--- src/rtl/collatz_pkg.sv ---
// Shared constants for the collatz Wishbone bridge: register map, STATUS/CTRL
// bit positions and the run-control state encoding.
package collatz_pkg;

    localparam int WIDTH = 16;

    localparam logic [1:0] REG_CTRL   = 2'd0;
    localparam logic [1:0] REG_STATUS = 2'd1;
    localparam logic [1:0] REG_STEPS  = 2'd2;
    localparam logic [1:0] REG_PEAK   = 2'd3;

    localparam int CTRL_GO_BIT     = 16;
    localparam int CTRL_IRQ_EN_BIT = 17;

    localparam int ST_BUSY_BIT  = 16;
    localparam int ST_DONE_BIT  = 17;
    localparam int ST_ERR_BIT   = 18;
    localparam int ST_STATE_LSB = 19;

    typedef enum logic [1:0] {
        IDLE   = 2'd0,
        LAUNCH = 2'd1,
        WAIT   = 2'd2,
        RUN    = 2'd3
    } state_e;

endpackage

--- src/rtl/collatz_run_monitor.sv ---
// Observes the core value while a run is active: counts value changes
// (saturating) and tracks the largest value seen, starting from the seed.
module collatz_run_monitor
    import collatz_pkg::*;
#(
    parameter int W = WIDTH
) (
    input  logic         clk,
    input  logic         rst,
    input  logic         clear,
    input  logic         enable,
    input  logic [W-1:0] seed,
    input  logic [W-1:0] x,
    output logic [31:0]  steps,
    output logic [W-1:0] peak
);

    logic [W-1:0] prev_r;
    logic [31:0]  steps_r;
    logic [W-1:0] peak_r;

    // Previous-value history, step counter and peak tracker.
    always_ff @(posedge clk) begin
        if (rst) begin
            prev_r  <= {W{1'b0}};
            steps_r <= 32'd0;
            peak_r  <= {W{1'b0}};
        end else begin
            prev_r <= x;
            if (clear) begin
                steps_r <= 32'd0;
                peak_r  <= seed;
            end else if (enable && (x != prev_r)) begin
                if (steps_r != 32'hFFFF_FFFF) begin
                    steps_r <= steps_r + 32'd1;
                end
                if (x > peak_r) begin
                    peak_r <= x;
                end
            end
        end
    end

    assign steps = steps_r;
    assign peak  = peak_r;

endmodule

--- src/rtl/collatz_wb_bridge.sv ---
// Wishbone classic slave that launches the collatz core, records the run
// statistics and raises a completion interrupt.
module collatz_wb_bridge
    import collatz_pkg::*;
#(
    parameter logic [31:0] BASE_ADDR     = 32'h3000_0000,
    parameter int          WIDTH         = collatz_pkg::WIDTH,
    parameter int          START_TIMEOUT = 4
) (
    input  logic             wb_clk_i,
    input  logic             wb_rst_i,
    input  logic             wbs_cyc_i,
    input  logic             wbs_stb_i,
    input  logic             wbs_we_i,
    input  logic [3:0]       wbs_sel_i,
    input  logic [31:0]      wbs_adr_i,
    input  logic [31:0]      wbs_dat_i,
    output logic             wbs_ack_o,
    output logic [31:0]      wbs_dat_o,
    output logic             irq_o,
    output logic             core_st_o,
    output logic [WIDTH-1:0] core_co_o,
    input  logic [WIDTH-1:0] core_x_i,
    input  logic             core_bs_i
);

    state_e            state_r, state_nx;
    logic [WIDTH-1:0]  seed_r;
    logic              irq_en_r, done_r, err_r;
    logic [7:0]        tmo_r;
    logic              hit_s, acc_s, wr_s, ctrl_wr_s, status_wr_s, go_s;
    logic              launch_s, go_err_s, tmo_s, done_set_s;
    logic [1:0]        reg_sel_s;
    logic [31:0]       rdata_s, steps_s;
    logic [WIDTH-1:0]  peak_s;
    logic              unused_s;

    assign hit_s       = wbs_cyc_i & wbs_stb_i & (wbs_adr_i[31:4] == BASE_ADDR[31:4]);
    assign acc_s       = hit_s & ~wbs_ack_o;
    assign wr_s        = acc_s & wbs_we_i & (wbs_sel_i == 4'hF);
    assign reg_sel_s   = wbs_adr_i[3:2];
    assign ctrl_wr_s   = wr_s & (reg_sel_s == REG_CTRL);
    assign status_wr_s = wr_s & (reg_sel_s == REG_STATUS);
    assign go_s        = ctrl_wr_s & wbs_dat_i[CTRL_GO_BIT];
    assign unused_s    = &{1'b0, wbs_adr_i[1:0], wbs_dat_i[31:19]};

    // Run-control state register.
    always_ff @(posedge wb_clk_i) begin
        if (wb_rst_i) begin
            state_r <= IDLE;
        end else begin
            state_r <= state_nx;
        end
    end

    // Next state plus launch / error / completion strobes; go outside IDLE is an error.
    always_comb begin
        state_nx   = state_r;
        launch_s   = 1'b0;
        go_err_s   = 1'b0;
        tmo_s      = 1'b0;
        done_set_s = 1'b0;
        case (state_r)
            IDLE: begin
                if (go_s) begin
                    if (!core_bs_i && (wbs_dat_i[WIDTH-1:0] != {WIDTH{1'b0}})) begin
                        launch_s = 1'b1;
                        state_nx = LAUNCH;
                    end else begin
                        go_err_s = 1'b1;
                    end
                end else begin
                    state_nx = IDLE;
                end
            end
            LAUNCH: begin
                go_err_s = go_s;
                state_nx = WAIT;
            end
            WAIT: begin
                go_err_s = go_s;
                if (core_bs_i) begin
                    state_nx = RUN;
                end else if (tmo_r == 8'(START_TIMEOUT - 1)) begin
                    tmo_s    = 1'b1;
                    state_nx = IDLE;
                end else begin
                    state_nx = WAIT;
                end
            end
            RUN: begin
                go_err_s = go_s;
                if (!core_bs_i) begin
                    done_set_s = 1'b1;
                    state_nx   = IDLE;
                end else begin
                    state_nx = RUN;
                end
            end
            default: begin
                state_nx = IDLE;
            end
        endcase
    end

    // Register read multiplexer.
    always_comb begin
        rdata_s = 32'h0;
        case (reg_sel_s)
            REG_CTRL: begin
                rdata_s[WIDTH-1:0]      = seed_r;
                rdata_s[CTRL_IRQ_EN_BIT] = irq_en_r;
            end
            REG_STATUS: begin
                rdata_s[WIDTH-1:0]          = core_x_i;
                rdata_s[ST_BUSY_BIT]        = core_bs_i;
                rdata_s[ST_DONE_BIT]        = done_r;
                rdata_s[ST_ERR_BIT]         = err_r;
                rdata_s[ST_STATE_LSB +: 2]  = state_r;
            end
            REG_STEPS: begin
                rdata_s = steps_s;
            end
            REG_PEAK: begin
                rdata_s[WIDTH-1:0] = peak_s;
            end
            default: begin
                rdata_s = 32'h0;
            end
        endcase
    end

    // Bus response, control/status registers, core handshake and interrupt.
    always_ff @(posedge wb_clk_i) begin
        if (wb_rst_i) begin
            wbs_ack_o <= 1'b0;
            wbs_dat_o <= 32'h0;
            irq_o     <= 1'b0;
            core_st_o <= 1'b0;
            core_co_o <= {WIDTH{1'b0}};
            seed_r    <= {WIDTH{1'b0}};
            irq_en_r  <= 1'b0;
            done_r    <= 1'b0;
            err_r     <= 1'b0;
            tmo_r     <= 8'd0;
        end else begin
            wbs_ack_o <= acc_s;
            wbs_dat_o <= (acc_s && !wbs_we_i) ? rdata_s : 32'h0;
            core_st_o <= (state_nx == LAUNCH);
            irq_o     <= done_r & irq_en_r;
            tmo_r     <= (state_r == WAIT) ? (tmo_r + 8'd1) : 8'd0;
            if (launch_s) begin
                core_co_o <= wbs_dat_i[WIDTH-1:0];
            end
            if (ctrl_wr_s) begin
                irq_en_r <= wbs_dat_i[CTRL_IRQ_EN_BIT];
                if (state_r == IDLE) begin
                    seed_r <= wbs_dat_i[WIDTH-1:0];
                end
            end
            if (done_set_s) begin
                done_r <= 1'b1;
            end else if (launch_s || (status_wr_s && wbs_dat_i[ST_DONE_BIT])) begin
                done_r <= 1'b0;
            end
            if (go_err_s || tmo_s) begin
                err_r <= 1'b1;
            end else if (status_wr_s && wbs_dat_i[ST_ERR_BIT]) begin
                err_r <= 1'b0;
            end
        end
    end

    collatz_run_monitor #(.W(WIDTH)) u_monitor (
        .clk    (wb_clk_i),
        .rst    (wb_rst_i),
        .clear  (launch_s),
        .enable (state_r == RUN),
        .seed   (wbs_dat_i[WIDTH-1:0]),
        .x      (core_x_i),
        .steps  (steps_s),
        .peak   (peak_s)
    );

endmodule

--- config.mk ---
export PLATFORM = sky130hd
export DESIGN_NAME = collatz_wb_bridge
export DESIGN_NICKNAME = d
export VERILOG_FILES = /design/src/rtl/collatz_pkg.sv /design/src/rtl/collatz_run_monitor.sv /design/src/rtl/collatz_wb_bridge.sv
export SDC_FILE = /design/constraint.sdc
export NUM_CORES = 1
export LEC_CHECK = 0
export CORE_MARGIN = 2
export CORE_UTILIZATION = 55
export CTS_BUF_LIST = sky130_fd_sc_hd__clkbuf_16
export CTS_CLUSTER_DIAMETER = 60
export DETAILED_ROUTE_END_ITERATION = 7
export PLACE_DENSITY = 0.85
export SLEW_MARGIN = 20
export SYNTH_ARGS = -nofsm -noshare
export SYNTH_HDL_FRONTEND = slang
export SYNTH_SLANG_ARGS = --single-unit
--- constraint.sdc ---
create_clock -name wb_clk_i -period 6.9 [get_ports wb_clk_i]
set_input_delay 0.69 -clock wb_clk_i [delete_from_list [all_inputs] [get_ports wb_clk_i]]
set_output_delay 0.69 -clock wb_clk_i [all_outputs]
set_load 0.01 [all_outputs]
== After elaboration in Yosys (flattened, before gate mapping) ==
Index checks and enable logic that the tools add are counted.
W data, S select, Z words.
Word-level totals
  register bits after elaboration: 144
  output and inout bits: 51
  logic and storage cells: 95
Operators by class
  add/subtract/negate cells: 2
  magnitude comparators: 1
  eq/ne operators: 12
  bitwise gates (word level): 13
  multiplexer cells: 28
  reduce and logical (&&, ||, !) cells: 24
Operators by type and width (count)
  $pmux W16 S4: 1
  $mux W16: 3
  $add A32 B1 Y32 const B: 1
  $ne A32 B32 Y1 const B: 1
  $eq A28 B26 Y1 const B: 1
  $gt A16 B16 Y1: 1
  $ne A16 B16 Y1: 1
  $reduce_bool A16 Y1: 1
  $mux W1: 14
  $mux W2: 5
  $and A1 B1 Y1: 9
  $add A8 B1 Y8 const B: 1
  $eq A2 B2 Y1 const B: 4
  $eq A8 B2 Y1 const B: 1
  $pmux W2 S4: 1
  $reduce_bool A2 Y1: 4
  $eq A2 B1 Y1 const B: 3
  $pmux W3 S2: 1
  $reduce_and A2 Y1: 3
  $reduce_or A2 Y1: 3
  $reduce_or A3 Y1: 2
  $logic_and A1 B1 Y1: 5
  $eq A4 B4 Y1 const B: 1
  $logic_not A2 Y1: 2
  other kinds (5): 11

== Longest topological paths before layout ==
  depth in word-level cells: 12
  depth in mapped cells: 10

== Cells and area by module ==
A second synthesis with hierarchy kept.
Second synthesis, totals
  cell total of the unflattened synthesis: 746
  area, all modules: 6755.2 µm²
Modules (own cells, without submodules)
  collatz_run_monitor: cells each 410, area an instance 3454.6 µm², instances 1
  collatz_wb_bridge: cells each 336, area an instance 3300.7 µm², instances 1

== Least setup slack after synthesis ==
OpenSTA, ideal clock, no wires.
  kind: input to register
  start point: input core_x_i[14]
  end point: register u_monitor.peak_r[12], in the netlist u_monitor.peak[12]
  path buffers: 2
  setup slack: 4.272 ns
  data arrival time: 2.553 ns
  cell stages on the path: 9
  cell sequence: ha_1 > a21oi_1 > nand2_1 > a21o_1 > a311oi_1 > clkbuf_1 > clkbuf_1 > o211ai_1 > a31oi_1
Between the ends
  word-level cells in the longest chain between the ends: 4
  elaborated cells on any way between the ends: 6
  classes of those cells: order compare (1); eq/ne (1); reduce/logical (4)
RTL lines
  start: declaration: RTL line collatz_wb_bridge.sv:23  | input logic [WIDTH-1:0] core_x_i,
  branches (longest 3 deep; another with $gt A16 B16 Y1)
  $reduce_and A2 Y1 (no line) *
  end signal: assignment: RTL line collatz_run_monitor.sv:27  | peak_r <= {W{1'b0}};
  end: declaration: RTL line collatz_run_monitor.sv:20  | logic [W-1:0] peak_r;
Every way passes the cells marked *.
A chain may end at the register's enable or synchronous reset.

== Worst setup path after layout ==
  start point: input core_x_i[0]
  end point: register u_monitor.peak_r[8], in the netlist u_monitor.peak[8]
Same word-level chain as after synthesis.

==> results.cfg <==
[power_and_ir_drop]
power_frac_clock = 0.473
p_leak_nw = 2.80
comb_power_share = 0.066
seqPwrFrac = 0.461
peakVddDrop_mv = 0.169
switchingPower_uw = 454
intPower_mw = 1.37
power.density_nw_per_um2 = 216
netSwitchingFraction = 0.249

[logic_synthesis]
synthArstFlopShare = 0
syn_area_um2 = 6580
synth_fp_nets = 879
synth_largest_area_cell = dfxtp_1
ys_ff_latch = 144
syn_area_per_cell_um2 = 8.60
ys_top_cells_by_area = dfxtp_1 44%, a21oi_1 6.0%, ha_1 4.6%
ys_types = 54
synth_top_cell_area_share = 0.438
yosysWarnings = 0
syn_inst = 765
ys_seq_area_frac = 0.438
ys.flop_type = dfxtp_1
synth-edff-count = 0

[worst_setup_path]
cp_max_fo = 31
cp-startpoint = core_x_i[0]
reg2reg_depth = 8
r2r-start = u_monitor.peak[7]
worst-path-buf-inv = 2
worst_r2r_endpoint = u_monitor.peak[8]
crit_type = in2reg
r2r_slack_ps = 4060
endpoint = u_monitor.peak[8]
cp_top_family = simple AND/OR/NAND/NOR gates
critPathMaxStageDelay_ps = 740
start_kind = input pin
cp_cell_sequence = clkdlybuf4s50_1 -> inv_1 -> ha_1 -> nand2_1 -> nor2_1 -> or4bb_1 -> nand3_1 -> or3b_2 -> a31oi_1
endpoint_kind = flip-flop
critPathRequiredTime_ps = 7240
crit_slowest_cell = or3b_2
cp.depth = 9
crit_arrival_ps = 3700

[cells_and_area]
design_area_um2 = 8420
final-seq-area_um2 = 2880
final_cell_mix = 144 x dfxtp_1, 124 x clkdlybuf4s50_1, 79 x a21oi_1
nets = 984
final_common_cell = dfxtp_1
drive_gt1_frac = 0.0759
n_fill_cell = 856
multi_input_area_um2 = 3410
antenna_cells = 0
area_delta_synth_final_pct = 27.9

[timing]
fmax_mhz = 298
hold_viol_final = 0
period_share = 0.486
post-route-min-period_ps = 3360
finalSetupViolCount = 0
rsz0062_at_grt = false
slew_headroom = 0.307
report.final.slew_viol_count = 0
finalSetupTns_ps = 0
fin_worst_skew_ps = 6.32
worstMarginPinSlew_ps = 1040

[clock_tree]
clk_pin_slew_ps = 60
cts_resized = 0
clk_latency_ps = 430
cts_made_buffers = 17
clock-sinks = 144
clockRootBuffer = clkbuf_16
cts_tree = yes
cts.path.max_buffers = 2
postCtsSetupRepairBufs = 0
cts_hold_buf = 0
cts_htree_levels = 4

[route]
drtIter0Drc = 747
wl_um = 18400
via_per_inst = 6.14
detail-route-antenna-nets = 0
wl_per_cell_um = 17.9
drc_errors = 1
num_vias = 6302
firstDrtPassIters = 8

[place]
port_buffers = 125
dp_hpwl_um = 12900
postPlaceCellArea_um2 = 7860
globalplace.congestion = 0.887

[die]
dieWidth_um = 113
num_rows = 39
core-area_um2 = 11600
ios = 141
dieHeight_um = 113
dieArea_um2 = 12900
start_util = 0.569

[global_routing]
grt_use_total = 0.291
grt_max_degree = 76
grt_pass1_vias = 6038
overflow = 0
grt_pass1_wl_um = 29900
grt_antenna_before_repair = 0

[status]
violations = design-rule violations
status = complete, but fails checks

[flow_run]
drv_cap = 0

[min_path]
holdCritPathClass = reg2reg
==> how the worst min path moves through the flow <==
| stage | from | depth (start not counted) | end | slack (ps) |
|---|---|---|---|---|
| CTS | seed_r[0] | 2 | seed_r[0] | 460 |
| global route | core_co_o[11] | 2 | core_co_o[11] | 470 |
| detailed placement | seed_r[0] | 2 | seed_r[0] | 450 |
| floorplan | done_r | 2 | irq_o | 420 |
| finish | seed_r[0] | 2 | seed_r[0] | 450 |
| global placement | core_co_o[8] | 2 | core_co_o[8] | 440 |
==> worst reg2reg max path, stage by stage, from the launching register on <==
cell and delay (ps):
dfxtp_1 380, inv_1 70, ha_1 290, nand2_1 100, nor2_1 70, or4bb_1 210, nand3_1 700, or3b_2 750
a31oi_1 200
==> cell families after synthesis <==
family          Yosys count  share of synthesized area
flops                   144                      0.438
xor+xnor                 29                     0.0386
fa+ha+maj                24                     0.0456
compound gates          168                      0.161
buf+inv                  73                     0.0464
simple gates            325                      0.267
mux                       2                    0.00304
==> power groups by stage <==
stage	Clock [mW]	Sequential (mW)	Combinational (mW)
finish	0.861	0.838	0.120
global route	0.903	0.838	0.130
CTS	0.865	0.838	0.118
detailed placement	0	0.857	0.117
global placement	0	0.857	0.113
floorplan	0	0.856	0.0497
==> state kept, by name, indices dropped and copies added, names as in the netlist <==
register          cells
core_st_o             1
irq_o                 1
u_monitor.peak       16
core_co_o            16
u_monitor.steps      32
wbs_ack_o             1
wbs_dat_o            32
tmo_r                 8
done_r                1
u_monitor.prev_r     16
err_r                 1
irq_en_r              1
state_r               2
seed_r               16
==> final cells by class <==
| cell class | count | share of cell area |
|---|---|---|
| Sequential cell | 144 | 0.342 |
| Clock inverter | 15 | 0.0153 |
| Tap cell | 143 | 0.0213 |
| Clock buffer | 17 | 0.0505 |
| Timing Repair Buffer | 130 | 0.152 |
| Inverter | 29 | 0.0129 |
| Multi-Input combinational cell | 548 | 0.405 |
==> metrics by stage <==
stage	setup slack, ps	util	hold slack [ps]	power, mW	cells
floorplan	4270	-	423	0.906	765
global placement	3320	0.680	443	0.970	994
detailed placement	3190	0.680	447	0.974	994
CTS	3630	0.728	456	1.82	1026
global route	3350	0.728	473	1.87	1026
finish	3540	0.728	454	1.82	1026
==> cells in the mapped netlist, types with 7 or more instances <==
cell type / count
nand2_1: 78
o31ai_1: 10
nor2_1: 65
nand4_1: 15
a222oi_1: 17
nor3_1: 10
nor2b_1: 17
or3_1: 12
inv_1: 29
xnor2_1: 7
a21oi_1: 79
or4_1: 12
xor2_1: 22
nand3_1: 38
nor4_1: 18
dfxtp_1: 144
and2_1: 13
clkbuf_1: 31
o21ai_1: 8
buf_2: 7
o211ai_1: 17
ha_1: 24
or3b_2: 13
a31oi_1: 17
==> metal layers <==
| layer | global-route usage | share of wire |
|---|---|---|
| met4 | 0.0992 | 0.016 |
| met3 | 0.0606 | 0.090 |
| met1 | 0.387 | 0.41 |
| met5 | 0 | 0 |
| met2 | 0.473 | 0.48 |
No activity file was read; power rests on OpenSTA's default activity.
